===== config.mk =====
export PLATFORM = sky130hd
export DESIGN_NAME = ice_uart_tx_arbiter
export DESIGN_NICKNAME = d
export VERILOG_FILES = /design/src/rtl/ice_uart_tx_arbiter.sv
export SDC_FILE = /design/constraint.sdc
export NUM_CORES = 1
export LEC_CHECK = 0
export CELL_PAD_IN_SITES_DETAIL_PLACEMENT = 1
export CELL_PAD_IN_SITES_GLOBAL_PLACEMENT = 2
export CORE_ASPECT_RATIO = 0.9
export CORE_MARGIN = 2
export CORE_UTILIZATION = 25
export DETAILED_ROUTE_END_ITERATION = 8
export MAX_ROUTING_LAYER = met4
export PLACE_DENSITY = 0.71
export SLEW_MARGIN = 0
export SYNTH_ARGS = -nofsm -noshare
export SYNTH_HDL_FRONTEND = slang
export SYNTH_SLANG_ARGS = --single-unit

===== constraint.sdc =====
create_clock -name clk -period 2.8 [get_ports clk]
set_input_delay 0.56 -clock clk [delete_from_list [all_inputs] [get_ports clk]]
set_output_delay 0.56 -clock clk [all_outputs]
set_load 0.01 [all_outputs]

===== src/rtl/ice_uart_tx_arbiter.sv =====
// ---------------------------------------------------------------------------
// ice_uart_tx_arbiter
//
// Shares the single host-facing UART transmitter between the ICE response
// sources (ACK/NAK generator, MBUS Rx forwarder, GPIO/PMU event reporters).
// Arbitration is packet-atomic round-robin: once a requester is granted it
// keeps the UART until the last byte of its packet has completely left the
// transmitter, so frames from different sources never interleave.
//
// Ports
//   clk            system clock
//   reset          asynchronous active-high reset
//   req_valid      per-requester byte valid
//   req_data       per-requester byte, requester i on req_data[8i+:8]
//   req_last       presented byte is the final byte of its packet
//   req_ready      byte accepted this cycle (valid & ready = transfer)
//   uart_tx_latch  one-cycle load strobe to the UART
//   uart_tx_data   byte to the UART, held until the next strobe
//   uart_tx_empty  UART transmitter idle
//   grant_id       current owner (meaningful while busy)
//   busy           a packet is in progress
//   timeout_pulse  one-cycle pulse when a stalled grant is revoked
// ---------------------------------------------------------------------------
module ice_uart_tx_arbiter #(
    parameter int NUM_REQ     = 4,
    parameter int GUARD_CYC   = 2,
    parameter int TIMEOUT_CYC = 1024
) (
    input  logic                       clk,
    input  logic                       reset,
    input  logic [NUM_REQ-1:0]         req_valid,
    input  logic [8*NUM_REQ-1:0]       req_data,
    input  logic [NUM_REQ-1:0]         req_last,
    output logic [NUM_REQ-1:0]         req_ready,
    output logic                       uart_tx_latch,
    output logic [7:0]                 uart_tx_data,
    input  logic                       uart_tx_empty,
    output logic [$clog2(NUM_REQ)-1:0] grant_id,
    output logic                       busy,
    output logic                       timeout_pulse
);

    localparam int DATA_W = 8;
    localparam int GW     = $clog2(NUM_REQ);
    localparam int GCW    = (GUARD_CYC > 1) ? $clog2(GUARD_CYC) : 1;
    // Width of 1 when the timeout is disabled keeps the counter legal.
    localparam int TOW    = (TIMEOUT_CYC > 0) ? $clog2(TIMEOUT_CYC + 1) : 1;

    localparam logic [GCW-1:0] GUARD_LAST = GCW'(GUARD_CYC - 1);
    localparam logic [TOW-1:0] TO_LIMIT   = TOW'(TIMEOUT_CYC);

    typedef enum logic [1:0] {
        IDLE  = 2'd0,
        SEND  = 2'd1,
        GUARD = 2'd2,
        DRAIN = 2'd3
    } state_t;

    state_t          state;
    logic [GW-1:0]   rr_ptr;
    logic            last_flag;
    logic [GCW-1:0]  guard_cnt;
    logic [TOW-1:0]  to_cnt;
    logic [TOW-1:0]  to_nxt;
    logic [GW-1:0]   pick;
    logic            xfer;
    logic [DATA_W-1:0] grant_byte;

    // First valid requester strictly after ptr, wrapping. The previous owner
    // is examined last, which is what pushes it behind everyone else.
    function automatic logic [GW-1:0] rr_pick(input logic [NUM_REQ-1:0] v,
                                              input logic [GW-1:0]      ptr);
        logic [GW-1:0] sel;
        logic [GW-1:0] idx;
        logic          found;
        sel   = '0;
        found = 1'b0;
        for (int k = 1; k <= NUM_REQ; k++) begin
            idx = GW'((int'(ptr) + k) % NUM_REQ);
            if (!found && v[idx]) begin
                sel   = idx;
                found = 1'b1;
            end
        end
        return sel;
    endfunction

    // Saturating increment: the stall counter must never wrap back to zero.
    function automatic logic [TOW-1:0] sat_inc(input logic [TOW-1:0] c);
        if (&c) begin
            return c;
        end
        return c + TOW'(1);
    endfunction

    assign pick       = rr_pick(req_valid, rr_ptr);
    assign to_nxt     = sat_inc(to_cnt);
    assign grant_byte = req_data[{grant_id, 3'b000} +: DATA_W];
    assign xfer       = (state == SEND) && req_valid[grant_id] && uart_tx_empty;

    // Only the owner may see ready, and only while the UART can take a byte.
    always_comb begin
        req_ready = '0;
        if (state == SEND) begin
            req_ready[grant_id] = req_valid[grant_id] & uart_tx_empty;
        end
    end

    always_ff @(posedge clk or posedge reset) begin
        if (reset) begin
            state         <= IDLE;
            rr_ptr        <= GW'(NUM_REQ - 1);
            grant_id      <= '0;
            busy          <= 1'b0;
            uart_tx_latch <= 1'b0;
            uart_tx_data  <= '0;
            last_flag     <= 1'b0;
            guard_cnt     <= '0;
            to_cnt        <= '0;
            timeout_pulse <= 1'b0;
        end else begin
            uart_tx_latch <= 1'b0;
            timeout_pulse <= 1'b0;
            case (state)
                IDLE: begin
                    if (|req_valid) begin
                        grant_id <= pick;
                        busy     <= 1'b1;
                        to_cnt   <= '0;
                        state    <= SEND;
                    end
                end

                SEND: begin
                    if (xfer) begin
                        uart_tx_data  <= grant_byte;
                        uart_tx_latch <= 1'b1;
                        last_flag     <= req_last[grant_id];
                        to_cnt        <= '0;
                        guard_cnt     <= '0;
                        state         <= GUARD;
                    end else if (!req_valid[grant_id]) begin
                        // Owner went quiet mid-packet; revoke once the stall
                        // reaches the limit. The partial frame is left as is.
                        if ((TIMEOUT_CYC != 0) && (to_nxt == TO_LIMIT)) begin
                            timeout_pulse <= 1'b1;
                            rr_ptr        <= grant_id;
                            busy          <= 1'b0;
                            to_cnt        <= '0;
                            state         <= IDLE;
                        end else begin
                            to_cnt <= to_nxt;
                        end
                    end
                end

                // tx_empty lags the latch by a few cycles inside the UART, so
                // it is not trusted until the guard interval has passed.
                GUARD: begin
                    if (guard_cnt == GUARD_LAST) begin
                        guard_cnt <= '0;
                        state     <= DRAIN;
                    end else begin
                        guard_cnt <= guard_cnt + GCW'(1);
                    end
                end

                DRAIN: begin
                    if (uart_tx_empty) begin
                        if (last_flag) begin
                            rr_ptr <= grant_id;
                            busy   <= 1'b0;
                            state  <= IDLE;
                        end else begin
                            state <= SEND;
                        end
                    end
                end

                default: state <= IDLE;
            endcase
        end
    end

endmodule


# After elaboration in Yosys (flattened, before gate mapping)
# Index checks and enable logic that the tools add are counted.
# Widths: inputs -> output; s select.
word_totals:
  output_inout_bits: 17
  mem_count: 0
  register_bits: 30
  ram_bits: 0
  latch_bits: 0
  inputBits: 43
  romBits: 0
op_classes:
  n_mul: 0
  n_lt_le_gt_ge: 6
  shifts: 1
  muxes: 60
  eq_ne: 14
  add_sub_neg: 6
  bitwise_logic: 2
  reduce_logical: 23
  div_mod_pow: 0
ops:
  columns: ["operator", "count"]
  rows:
  - ["$mux 11", 6]
  - ["$shiftx 32x6->8", 1]
  - ["$mux 2", 15]
  - ["$mux 1", 26]
  - ["$pmux 11 s2", 1]
  - ["$lt 2x3->1 const B", 5]
  - ["$ne 2x2->1 const B", 7]
  - ["$bmux 1 s2", 6]
  - ["$add 11x1->11 const B", 1]
  - ["$eq 11x11->1 const B", 1]
  - ["$reduce_and 11->1", 1]
  - ["$pmux 2 s4", 1]
  - ["$reduce_and 7->1", 1]
  - ["$logic_and 1x1->1", 6]
  - ["$reduce_and 2->1", 3]
  - ["$reduce_and 6->1", 1]
  - ["$reduce_bool 2->1", 3]
  - ["$reduce_and 5->1", 1]
  - ["$add 2x1->2 const B", 2]
  - ["$add 2x2->2 const B", 2]
  - ["$and 4x4->4", 1]
  - ["$eq 2x2->1 const B", 2]
  - ["$mux 4", 1]
  - ["$pmux 2 s2", 1]
  - ["15 further kinds", 17]

# Logic depth before layout (Yosys ltp)
logic_depth:
  ltp_word: 13
  ltp_mapped: 9
  depth_no_buf: 8

# Least setup slack after synthesis
# OpenSTA, ideal clock, no wires.
synth_path:
  path_kind: "register to output"
  start: "register grant_id[0]"
  end: "output port req_ready[0]"
  stages_incl_launch_ff: 6
  path_slack_ns: 0.612
  t_arrival_ns: 1.628
  cell_sequence: "dfrtp_1 -> buf_6 -> mux4_2 -> nand3_1 -> clkbuf_1 -> nor3_1"
synth_via:
  elab_chain_len: 6
  word_cells_on_any_way: 10
synth_lines:
  columns: ["item", "line", "rtl"]
  rows:
  - ["start, declared", "38", "output logic [$clog2(NUM_REQ)-1:0] grant_id,"]
  - ["start signal, assigned", "127", "grant_id <= pick;"]
  - ["$lt 2x3->1 (implied by the code) / $ge 2x1->1 (equally long branches)", "105", "req_ready[grant_id] = req_valid[grant_id] & uart_tx_empty;"]
  - ["$logic_and 1x1->1 (implied by the code)", "105", null]
  - ["$mux 1 (implied by the code)", "105", null]
  - ["$demux 1 s2", "105", null]
  - ["$and 4x4->4 (no source line) *", null, null]
  - ["$mux 4 *", "104", "if (state == SEND) begin"]
  - ["end, declared", "34", "output logic [NUM_REQ-1:0] req_ready,"]
# Mark *: on every way between the ends. The rest lies on a longest branch, timed or not. The select of a mux whose other input is x is not followed.

# Worst setup path after layout
layout_path:
  start: "input port req_valid[3]"
  end: "output port req_ready[3]"
layout_via:
  elab_chain_len: 5
layout_lines:
  columns: ["item", "line", "rtl"]
  rows:
  - ["start, declared", "31", "input logic [NUM_REQ-1:0] req_valid,"]
  - ["$bmux 1 s2", "105", null]
  - ["$mux 1 (implied by the code)", "105", null]
  - ["$and 1x1->1", "105", null]
  - ["$and 4x4->4 (no source line)", null, null]
  - ["$mux 4", "104", null]
# No other way between the ends. The select of a mux whose other input is x is not followed.

==> impl_metrics.json <==
{
  "gr-total-overflow": 0,
  "grt_pass1_vias": 1886,
  "dr.pass1.iters": 4,
  "holdPathStages": 2,
  "drive_above_1_share": 0.1638,
  "critPathArrivalTime_ns": 2.12,
  "synth.distinct_cells": 49,
  "totalWireLength_mm": 5.829,
  "post-cts-setup-buffers": 0,
  "grt_usage": 0.1464,
  "cts_root_buf": "clkbuf_8",
  "slew_violations": 0,
  "irDropWorstVdd_mv": 0.2869,
  "cap_violations": 0,
  "cp_max_fo": 3,
  "synth-seq-area-share": 0.3899,
  "synth_top_area_share": 0.3627,
  "clock_sinks": 30,
  "fin_crit_ns": 2.680,
  "synth_area_um2": 1932,
  "critPathKind": "in -> out",
  "ys_ff_latch": 30,
  "syn_inst": 213,
  "cts.htree.levels": 2,
  "fmaxAchievable_mhz": 373.1,
  "maxSlewHeadroom": 0.5886,
  "async_reset_ff_frac": 1.000,
  "worst-endpoint-required_ns": 2.24,
  "min_period_over_period": 0.9572,
  "core_area_um2": 7507,
  "num_rows": 30,
  "synth_edf_count": 0,
  "fin_util": 0.3755,
  "gp_congestion": 0.7743,
  "syn_nets": 257,
  "cellPowerDensity_nw_per_um2": 790.4,
  "status": "finished clean",
  "ctsLongestPathBuffers": 2,
  "dpl-instance-area_um2": 2724,
  "grt_setup_unrepaired": "false",
  "drt_iter0_drc": 47,
  "syn_to_final_growth_pct": 45.92,
  "clkLatencyLatePin_ns": 0.28,
  "drt.antenna.violating_nets": 0,
  "wl_per_cell_um": 15.22,
  "num_vias": 1857,
  "hold_slack_ns": 0.4768,
  "ys_top_cells_by_area": "dfrtp_1 36%, nand2_1 10%, mux4_1 6.8%, mux4_2 5.8%, a21oi_1 3.9%",
  "cts_hold_buf": 0,
  "cp-start-kind": "primary input",
  "p_leak_nw": 1.210,
  "setup_viol": 0,
  "finClkSkew_ns": 0.004539,
  "die_w_um": 96.66,
  "cts_tree": "yes",
  "path_clk_slew_ns": 0.07,
  "hold_path_class": "reg -> reg",
  "critical-path-slowest-cell": "mux4_2",
  "post-dp-hpwl_mm": 4.592,
  "avgSynthCellArea_um2": 9.070,
  "synth_flop_cell": "dfrtp_1",
  "cp_cell_sequence": "clkdlybuf4s50_1 > mux4_2 > nand3_2 > inv_1 > and3_1 > dlygate4sd2_1",
  "cp-end-kind": "output pin",
  "die_area_um2": 8448,
  "stdcell_area_um2": 2819,
  "io_buffers": 59,
  "yosys_warnings": 0,
  "route.detailed.drc": 0,
  "grt_pass1_wl_mm": 9.549,
  "synth_area_leader_cell": "dfrtp_1",
  "cts_buffers": 5,
  "netlist_top_cells_count": "52 x nand2_1, 28 x dfrtp_1, 15 x a21oi_1, 13 x nor2_1, 12 x o21ai_0",
  "n_antenna_cell": 0,
  "die_h_um": 87.40,
  "ios": 60,
  "reg2reg_depth": 7,
  "nNetsFinal": 330,
  "final_hold_viol_count": 0,
  "vias_per_cell": 4.849,
  "grt_antenna_before_repair": 0,
  "cp_slowest_stage_delay_ns": 0.51,
  "yosysMostFrequentCell": "nand2_1",
  "grt_max_degree": 31,
  "worstMarginPinSlew_ns": 0.6123,
  "start_util": 0.2573
}
==> report_power, final <==
part	total (W)	switching [W]	internal [W]
clock network	0.000367	0.000169	0.000197
logic	0.00118	0.000583	0.000600
registers	0.000679	0.0000983	0.000581
total	0.00223	0.000850	0.00138
==> stage by stage <==
stage	total power, W	setup TNS (ns)	cells	setup slack (ns)
3_5_place_dp	0.001888	-0.5901	375	-0.1833
3_3_place_gp	0.001871	-0.4455	375	-0.1387
5_1_grt	0.002427	0	383	0.02323
4_1_cts	0.002272	0	383	0.1110
2_1_floorplan	0.001371	0	213	0.6117
6_report	0.002228	0	383	0.1199
==> area by class of cell <==
type                            count  area, um^2
Clock buffer                        6       82.58
Multi-Input combinational cell    165        1107
Tap cell                           96       120.1
Timing Repair Buffer               76       713.2
Clock inverter                      2       12.51
Sequential cell                    30       753.2
Inverter                            8       30.03
Fill cell                         903        4688
==> registers in the layout, indices dropped and copies added (netlist names), named ones only <==
| register | cells |
|---|---|
| grant_id | 2 |
| timeout_pulse | 1 |
| rr_ptr | 2 |
| busy | 1 |
| last_flag | 1 |
| to_cnt | 11 |
| state | 1 |
| uart_tx_data | 8 |
| uart_tx_latch | 1 |
| guard_cnt | 1 |
==> worst max-delay path: cells and delay by family <==
kind / cells / cell delay, ns
buffers and inverters: 3 / 0.75
and+or+nand+nor: 2 / 0.29
muxes: 1 / 0.51
==> per-layer routing <==
layer,GRT usage,share of wire,vias to the layer above,wire [um]
met5,-,0,-,0
met4,0.03457,0.0094,0,55
met3,0.02648,0.020,5,115
met2,0.2330,0.48,19,2800
met1,0.1959,0.49,920,2858
li1,-,-,913,-
==> final timing paths <==
kind / startpoint / end / slack [ns]
setup / recovery: req_valid[3] / req_ready[3] / 0.12
hold / removal: uart_tx_data[5] / uart_tx_data[5] / 0.48
setup reg to reg: to_cnt[6] / rr_ptr[0] / 0.36
hold reg to reg: uart_tx_data[5] / uart_tx_data[5] / 0.48
max in group asynchronous: reset / rr_ptr[0] / 1.80
min in group asynchronous: reset / uart_tx_latch / 0.67
==> placed cells by master (no fill, tap or decap), drive strengths merged, types with 2 or more instances in the layout <==
cell type,instances
a21oi,15
a31o,3
a31oi,2
and2,3
and3,4
buf,17
clkbuf,6
clkdlybuf4s50,55
dfrtp,28
dfstp,2
dlygate4sd2,4
inv,8
mux2,3
mux4,10
nand2,54
nand3,6
nor2,14
nor2b,2
nor3,7
nor3b,2
o21ai,13
o22ai,3
o31ai,3
or3,3
==> cell families after synthesis <==
logic type	synth area share
xor+xnor	0.009069
fa+ha+maj	0.006476
flops	0.3899
simple gates	0.2442
mux	0.1490
compound gates	0.1619
buf+inv	0.03951
==> repair_timing <==
action,4_1_cts,5_1_grt
hold endpoints to repair,0,0
resized for setup,5,0
endpoints found under the setup margin,4,0
Power figures use the tool's default switching activity.
==> edit: new RTL, same settings <==
The parameter `GUARD_CYC` goes from 2 to 1.
--- a/src/rtl/ice_uart_tx_arbiter.sv
+++ b/src/rtl/ice_uart_tx_arbiter.sv
@@ -23,7 +23,7 @@
 // ---------------------------------------------------------------------------
 module ice_uart_tx_arbiter #(
     parameter int NUM_REQ     = 4,
-    parameter int GUARD_CYC   = 2,
+    parameter int GUARD_CYC   = 1,
     parameter int TIMEOUT_CYC = 1024
 ) (
     input  logic                       clk,
Behaviour: not the same (a bounded check fails within 10 cycles, from zero or initial values and one cycle with reset high).
==> edit against the original RTL <==
- area after synthesis fell by 1.7%
- worst setup slack worse by 0.0038 ns
- largest cell class unchanged
- sequential power up 4.0%
- clock skew rose by 0.0049 ns
- critical path type unchanged
- total power down 1.5%
- final area shrank 1.1%
- sequential cell count is 1 lower
- wire length rose by 4.3%
- register-to-register slack lost 0.13 ns
- highest routed layer unchanged
==> edit: results (changes against the original RTL) <==
GRT
  – First-pass GRT wire length: 9791 um (+2.5%)
  – Largest net degree at the start of global routing: 30 (-3.2%)

Worst setup path
  – RR Endpoint: rr_ptr[1]$_DFFE_PP1P_
  – Cells on worst reg2reg path: 7 (unchanged)
  – Crit-path max FO: 5 (+2)
  – R2r setup slk: 0.23 ns (-0.13 ns)
  – Worst r2r src: to_cnt[0]$_DFFE_PP0P_
  – WP data arrival: 2.12 ns (about the same)

Run status
  – Outcome: completed

Yosys
  – Syn nets: 253 (-1.6%)
  – Asr flop ratio synth: 100.0% (unchanged)
  – Top cells by area, synth: dfrtp_1 (36%), mux4_2 (12%), nand2_1 (8.5%)
  – Yosys cell types: 47 (-4.1%)
  – Post-synth top cells: nand2_1 (43), dfrtp_1 (27), a21oi_1 (12), nor2_1 (12), mux4_2 (10)
  – Seq/Total Area, Yosys: 38.37% (-0.62 points)

Power and ir drop
  – Cell leakage power: 1.190 nW (-1.6%)
  – Peak VDD IR: 0.0002803 V (-2.3%)
  – P_int: 1.323 mW (-4.0%)

Finish
  – Share of cells above drive strength 1: 18.66% (+2.3 points)
  – Nets@finish: 327 (-0.91%)
  – Layout fillers: 858 (-5.0%)

Placement
  – DP HPWL: 4618 um (+0.57%)
  – GP Congestion: 0.8401 (+8.5%)

Clock network
  – Latest clock arrival within the worst-skew pair: 0.29 ns
  – CTS root buffer: clkbuf_8

Detailed routing
  – Via count: 1889 (+1.7%)
  – DR iter-0 viols: 66 (+40%)
  – Final wirelength: 6080 um (+4.3%)

STA
  – Max-slew headroom: 68.48% (+9.6 points)
  – Clk_skew: 0.009403 ns (+0.004863 ns)
## edit: cell types whose count changed in the layout (fill, tap and decap cells not counted), sizes merged, moves of 3 or more
cell | unedited run | this run
nand2 | 54 | 43
nand4 | 1 | 7
buf | 17 | 22
o21ai | 13 | 8
a21oi | 15 | 12
a31oi | 2 | 5
o22ai | 3 | 0
## edit: cell type report
class | count | share of cell area, %
multi-input combinational | 157 | 38.51
timing repair buffer | 81 | 26.75
sequential | 29 | 26.12
tap | 96 | 4.309
clock buffer | 5 | 2.469
inverter | 9 | 1.212
clock inverter | 3 | 0.6284
## edit: stage by stage
step | cells | cell area, um2 | setup WS (ns) | power (mW) | hold slack, ns
floorplan | 209 | 1898 | 0.4384 | 1.322 | 0.4680
CTS | 380 | 2786 | 0.006606 | 2.225 | 0.4964
finish | 380 | 2788 | 0.1161 | 2.194 | 0.4882
detailed placement | 371 | 2690 | -0.2786 | 1.845 | 0.4726
global route | 380 | 2788 | 0.02092 | 2.374 | 0.5272
global placement | 371 | 2690 | -0.2462 | 1.843 | 0.4584
## edit: repair_timing
action	in CTS	in global routing
buffers inserted	1	0
setup endpoints to repair	4	3
pin swaps	0	1
hold buffers	0	0
resized for setup	6	6
## edit: cells by family after synthesis
| group | count (synthesis) | share of synthesized area (%) |
|---|---|---|
| AND/OR/NAND/NOR | 97 | 24.26 |
| flip-flops | 29 | 38.37 |
| AO/OA/AOI/OAI | 46 | 17.21 |
| adder cells (fa/ha/maj) | 1 | 0.6591 |
| buffers and inverters | 23 | 5.801 |
| multiplexers | 13 | 13.71 |
## edit: worst max-delay path, stage by stage
cell and delay, ns:
clkdlybuf4s50_1 0.47, mux4_2 0.26, nand3_2 0.08, or2_4 0.28, nor3_1 0.16, dlygate4sd2_1 0.29
## edit: metal layers
layer	up-vias	part of all wire [%]	global-route usage, %	routed length (um)
met4	0	0.67	4.675	41
li1	919	-	-	-
met1	929	51	22.45	3091
met2	35	44	22.50	2698
met3	6	4.1	3.652	249
met5	-	0	-	0
## edit: power groups by stage
| stage | combinational (mW) | sequential, mW | clock [mW] |
|---|---|---|---|
| floorplan | 0.629 | 0.693 | 0 |
| global placement | 1.14 | 0.706 | 0 |
| detailed placement | 1.14 | 0.702 | 0 |
| CTS | 1.15 | 0.705 | 0.366 |
| global route | 1.26 | 0.731 | 0.379 |
| finish | 1.14 | 0.706 | 0.351 |
## edit: worst max-delay path by stage
stage | from | to | depth (start not counted)
after floorplan | grant_id[0]$_DFFE_PP0P_ | req_ready[0] | 6
after global placement | req_valid[1] | req_ready[0] | 6
after detailed placement | req_valid[1] | req_ready[0] | 6
after CTS | req_valid[3] | req_ready[3] | 7
after global routing | req_valid[1] | req_ready[2] | 6
final | req_valid[1] | req_ready[0] | 6
